### config.mk
export PLATFORM = sky130hd
export DESIGN_NAME = instr_encoder_loader
export DESIGN_NICKNAME = d
export VERILOG_FILES = /design/src/rtl/instr_encoder_loader.sv
export SDC_FILE = /design/constraint.sdc
export NUM_CORES = 1
export LEC_CHECK = 0
export BUFFER_PORTS_ARGS = -buffer_cell sky130_fd_sc_hd__buf_4
export CAP_MARGIN = 5
export CORE_ASPECT_RATIO = 1.25
export CORE_MARGIN = 1
export CORE_UTILIZATION = 43
export DETAILED_ROUTE_END_ITERATION = 10
export HOLD_SLACK_MARGIN = 0.05
export PLACE_DENSITY = 0.76
export SLEW_MARGIN = 20
export SYNTH_ARGS = -nofsm -noshare
export SYNTH_HDL_FRONTEND = slang
export SYNTH_SLANG_ARGS = --single-unit
### constraint.sdc
create_clock -name clk -period 1.8 [get_ports clk]
set_input_delay 0.09 -clock clk [delete_from_list [all_inputs] [get_ports clk]]
set_output_delay 0.09 -clock clk [all_outputs]
set_load 0.02 [all_outputs]
### src/rtl/instr_encoder_loader.sv
// Purpose: packs symbolic instruction descriptors into MIPS words and streams them into instruction memory.
// Latency: 1 cycle from descriptor accept to mem_we; at most one word every 2 cycles.
// Backpressure: in_ready drops while a write is held for mem_ready; input is refused once DEPTH words are written.
module instr_encoder_loader #(
    parameter int ADDR_W = 10,
    parameter int DEPTH  = 1024
) (
    input  logic              clk,
    input  logic              reset,
    input  logic              start,
    input  logic              in_valid,
    output logic              in_ready,
    input  logic [3:0]        in_kind,
    input  logic [4:0]        in_rs,
    input  logic [4:0]        in_rt,
    input  logic [4:0]        in_rd,
    input  logic [15:0]       in_imm,
    input  logic [25:0]       in_target,
    output logic              mem_we,
    input  logic              mem_ready,
    output logic [ADDR_W-1:0] mem_addr,
    output logic [31:0]       mem_wdata,
    output logic [ADDR_W:0]   count,
    output logic              busy,
    output logic              full,
    output logic              err
);

    typedef enum logic [1:0] {ST_IDLE, ST_RUN, ST_FULL} state_t;

    localparam logic [ADDR_W:0] DEPTH_C = DEPTH[ADDR_W:0];

    state_t            state;
    state_t            state_nxt;
    logic              accept;
    logic              wr_done;
    logic              legal;
    logic [ADDR_W:0]   count_inc;
    logic [31:0]       enc_word;

    // Descriptor packing; fields a kind does not use are forced to zero.
    function automatic logic [31:0] encode(input logic [3:0] kind, input logic [4:0] rs,
                                           input logic [4:0] rt, input logic [4:0] rd,
                                           input logic [15:0] imm, input logic [25:0] target);
        logic [31:0] w;
        w = 32'h0000_0000;
        case (kind)
            4'd1: w = {6'b000000, rs, rt, rd, 5'b00000, 6'b100000};
            4'd2: w = {6'b000000, rs, rt, rd, 5'b00000, 6'b100010};
            4'd3: w = {6'b001101, rs, rt, imm};
            4'd4: w = {6'b001111, 5'b00000, rt, imm};
            4'd5: w = {6'b100011, rs, rt, imm};
            4'd6: w = {6'b101011, rs, rt, imm};
            4'd7: w = {6'b000100, rs, rt, imm};
            4'd8: w = {6'b000011, target};
            4'd9: w = {6'b000000, rs, 15'b0, 6'b001000};
            default: w = 32'h0000_0000;
        endcase
        return w;
    endfunction

    assign legal     = (in_kind <= 4'd9);
    assign enc_word  = encode(in_kind, in_rs, in_rt, in_rd, in_imm, in_target);
    assign wr_done   = mem_we && mem_ready;
    assign count_inc = count + 1'b1;
    assign accept    = in_valid && in_ready;

    // Session state register.
    always_ff @(posedge clk or posedge reset) begin
        if (reset) state <= ST_IDLE;
        else       state <= state_nxt;
    end

    // Next state and handshake outputs; start overrides everything, including a same-cycle accept.
    always_comb begin
        state_nxt = state;
        in_ready  = 1'b0;
        full      = 1'b0;
        case (state)
            ST_IDLE: ;
            ST_RUN: begin
                in_ready = !mem_we && !start;
                if (wr_done && (count_inc == DEPTH_C)) state_nxt = ST_FULL;
            end
            ST_FULL: full = 1'b1;
            default: state_nxt = ST_IDLE;
        endcase
        if (start) state_nxt = ST_RUN;
        busy = (state == ST_RUN) || mem_we;
    end

    // Single output register for the memory write, plus session counters and the sticky error.
    always_ff @(posedge clk or posedge reset) begin
        if (reset) begin
            mem_we    <= 1'b0;
            mem_addr  <= '0;
            mem_wdata <= 32'h0000_0000;
            count     <= '0;
            err       <= 1'b0;
        end else if (start) begin
            mem_we <= 1'b0;
            count  <= '0;
            err    <= 1'b0;
        end else begin
            if (wr_done) begin
                mem_we <= 1'b0;
                count  <= count_inc;
            end
            if (accept) begin
                if (legal) begin
                    mem_we    <= 1'b1;
                    mem_wdata <= enc_word;
                    mem_addr  <= count[ADDR_W-1:0];
                end else begin
                    err <= 1'b1;
                end
            end
        end
    end

endmodule

* After elaboration in Yosys (flattened, before gate mapping)
Cells that the tools add are included.
** Operators by class
- Reductions and logical operators :: 14
- Multiplexer cells :: 15
- Bitwise logic cells :: 1
- Add/subtract/negate cells :: 1
- Magnitude comparators :: 1
- Equality and inequality tests :: 15
** Operators with widths (number)
- one-hot mux 32 bit (9 select lines) :: 1
- two-way mux 11 bit :: 2
- equality test 4 x 3 -> 1 bit (second input constant) :: 4
- adder 11 x 1 -> 11 bit (second input constant) :: 1
- equality test 11 bit (second input constant) :: 1
- two-way mux 1 bit :: 9
- equality test 4 x 2 -> 1 bit (second input constant) :: 2
- equality test 4 bit (second input constant) :: 2
- equality test 4 x 1 -> 1 bit (second input constant) :: 1
- less-or-equal comparator 4 bit (second input constant) :: 1
- logical AND 1 bit :: 4
- two-way mux 2 bit :: 2
- one-hot mux 2 bit (2 select lines) :: 1
- AND reduction 2 bit :: 2
- nonzero test 2 bit :: 2
- inequality test 3 bit (second input constant) :: 1
- AND reduction 3 bit :: 1
- equality test 2 x 1 -> 1 bit (second input constant) :: 1
- equality test 2 bit (second input constant) :: 1
- logical NOT 1 bit :: 2
- logical NOT 2 bit :: 1
- inequality test 2 x 1 -> 1 bit (second input constant) :: 1
- inequality test 2 bit (second input constant) :: 1
- OR reduction 2 bit :: 1
- other kinds (2) :: 2
** Storage, ports and cells
- Flip-flop bits (word level) :: 57

* Logic depth before layout (Yosys ltp)
- Depth in word-level cells :: 6
- Gate-level depth with buffers :: 7

* Worst setup path after synthesis
No wires, ideal clock.
- Path kind :: reg2reg
- Start point :: register count[0]
- End point :: register state[0]
- Arrival :: 1802 ps
- Library setup time :: 120 ps
- Setup slack :: -122 ps
- Buffers on the path :: 0
- Cell stages (with the launch flop) :: 6
- Period minus slack after synthesis :: 1922 ps
- Cell sequence :: dfrtp_1 ha_1 or4_1 a221oi_2 o211ai_2 a31o_1
** Between the ends
- Word-level cells in the longest chain between the ends :: 5
** RTL lines
- start: declaration :: RTL line 23 : output logic [ADDR_W:0] count,
- start signal: assignment :: RTL line 107 : count <= count_inc;
- adder 11 x 1 -> 11 bit :: RTL line 65 : assign count_inc = count + 1'b1;
- equality test 11 bit :: RTL line 83 : if (wr_done && (count_inc == DEPTH_C)) state_nxt = ST_FULL;
- logical AND 1 bit :: RTL line 83
- inequality test 3 bit (no source line)
- AND reduction 2 bit (no source line)
- end signal: assignment :: RTL line 71 : else state <= state_nxt;
- end: declaration :: RTL line 33 : state_t state;
Every way passes these cells.
A chain may end at the register's enable or synchronous reset.

* Final worst setup path
Ends and elaborated chain as after synthesis.

==> qor.csv <==
metric;value;unit
status;finished clean;
core;6610;µm²
grt_max_degree;37;
synth_top_area_share;0.473;
rows;33;
layout-drive-gt1-share;0.429;
clock_path_buffers;2;
yosys.area.top_type;dfrtp_1;
yosys_warnings;0;
numPortBuffers;122;
netlist_area;2970;µm²
timing.fmax;564;MHz
peakVddDrop;0.000498;V
synth-async-reset-ratio;1.00;
crit_path_end_kind;register;
die_h;94.8;µm
postLayoutCellArea;4220;µm²
place_inst;508;
post-route-drc-count;0;
grt.total_usage;0.223;
io_pins;124;
wl;7910;µm
final-hold-violation-count;0;
grt_first_pass_wirelength;12600;µm
rr_startpoint;count[0];
hold_class;in -> reg;
antenna_found_initial;0;
synthTopCellsByArea;dfrtp_1 (47%), nand2_1 (4.4%), mux2_2 (4.2%);
grt_overflow;0;
area_growth;42.3;%
clkTransAtPathRegs;100;ps
power_density;743;nW/µm²
synth.distinct_cells;57;
cts_buffers;5;
dp_worst_setup_slack;-17.7;ps
skew;4.13;ps
dpl_cell_area;4040;µm²
cp-endpoint;state[0];
wl_per_cell;15.3;µm
fillers;554;
rr_worst_depth;5;
n_antenna_cell;0;
grt_pass1_vias;2633;
startpoint;count[0];
slew_headroom;0.334;
syn-mean-instance-area;9.82;µm²
vias_per_cell;5.45;
routabilityCongestion;0.892;
setup_ws;25.9;ps
maxSlewViolCount;0;
rsz0062_at_grt;yes;
r2r-end;state[0];
finalCriticalPeriod;1770;ps
syn-num-nets;370;
cts-root-buf;clkbuf_8;
synthFlopType;dfrtp_1;
syn_inst;302;
fin_crit_sh;0.986;
start_kind;register;
cap_viol_max_count;0;
synth_enable_flop_cells;0;
rrSetupSlack;30;ps
dp_hpwl;6080;µm
ant_nets;0;
htreeDepth;2;
ys_ff_latch;56;
final_nets;498;
drt_iter0_markers;151;
vias;2821;
die_w;76.3;µm
setup_viol;0;
ys_seq_area_frac;0.473;
initial_utilization;0.449;
p_leak;2.05;nW
crit_required;2000;ps
clk_latency;300;ps
yosysMostFrequentCell;dfrtp_1;
arrival;1970;ps
die_area;7230;µm²
tightest_slew;995;ps
numClockSinks;56;
path_class;reg -> reg;
drtPass1Iterations;4;
cp_max_fo;3;
cts_tree;yes;
yosys-top-cells-count;dfrtp_1 (56), nand2_1 (35), nor2_1 (23);
final_cells;518;
-- report_power, final --
part,switching [W],internal [W]
Combinational,0.000428,0.000375
Clock,0.000393,0.000491
Sequential,0.0000701,0.00138
Total,0.000891,0.00224
-- critical path, stage by stage, from the launching register on --
cell	delay (ps)
dfrtp_2	440
ha_4	170
or4_1	410
a221oi_2	280
o211ai_2	150
a31o_1	230
-- final cells by class --
class / count / area [µm²] / area share
multi-input cells: 218 / 1440 / 0.342
flip-flops and latches: 56 / 1410 / 0.333
repair buffers: 145 / 1120 / 0.266
well taps: 87 / 109 / 0.0258
clock buffers: 7 / 96.3 / 0.0228
clock inverters: 1 / 30.0 / 0.00712
inverters: 4 / 15.0 / 0.00356
-- flip-flops by register name, indices dropped and copies added (netlist names) --
name	count
mem_wdata	31
count	11
mem_addr	10
state	2
err	1
mem_we	1
-- logic make-up after synthesis --
family,after synthesis,synth area share
compound gates,86,0.204
xor+xnor,12,0.0354
fa+ha+maj,2,0.00844
buf+inv,28,0.0527
flops,56,0.473
mux,12,0.0451
other cells,1,0.00126
simple gates,105,0.181
-- layout by cell type, fill, tap and decap left out, types with 2 or more instances in the layout --
cell           count
nand2_1           35
clkbuf_8           7
mux2_2            11
nand2b_1           3
xnor2_1            7
or3_1              3
a22oi_1           13
buf_4            140
o21a_1             2
buf_12             2
xor2_1             4
o21ai_0           10
nor2_1            23
a21oi_1           10
and3_1             8
dfrtp_2            4
o21ai_2            4
o21ai_1           16
dlygate4sd3_1      2
nor2b_1            2
o22a_1             2
nor4_1             3
a31oi_1            7
nor3_1             5
nand3_2            2
a222oi_1           5
a22o_1             5
dfrtp_1           52
nand4_1            3
nand3_1            6
inv_1              3
-- what timing repair did --
| action | CTS | global route |
|---|---|---|
| gates resized for setup | 3 | 5 |
| setup buffers | 0 | 0 |
| pin swaps | 4 | 3 |
| hold endpoints to repair | 21 | 0 |
| hold buffers | 2 | 0 |
| gates cloned | 0 | 0 |
| setup endpoints to repair | 1 | 2 |
-- through the flow --
stage               utilization  total power (W)  hold slack [ps]  TNS (ps)
global placement          0.611          0.00226              136         0
floorplan                     -          0.00188              239      -647
global route              0.639          0.00331             65.1     -71.6
finish                    0.639          0.00313             75.0         0
detailed placement        0.611          0.00228              142     -17.7
CTS                       0.636          0.00317             67.1         0
-- routing by layer --
layer	vias up	GRT usage	share of wire
met5	-	0	0
met4	0	0.0753	0.017
met3	11	0.0464	0.065
met2	105	0.406	0.52
met1	1354	0.261	0.40
li1	1351	-	-
-- worst min-delay path by stage --
stage / start / slack (ps) / depth (start not counted) / end
3_3_place_gp: reset / 140 / 2 / mem_wdata[8]
4_1_cts: in_target[14] / 70 / 3 / mem_wdata[14]
5_1_grt: in_target[4] / 70 / 3 / mem_wdata[4]
3_5_place_dp: reset / 140 / 2 / mem_wdata[7]
6_report: in_target[4] / 70 / 3 / mem_wdata[4]
2_1_floorplan: mem_ready / 240 / 2 / count[1]
No activity file was read; power rests on OpenSTA's default activity.
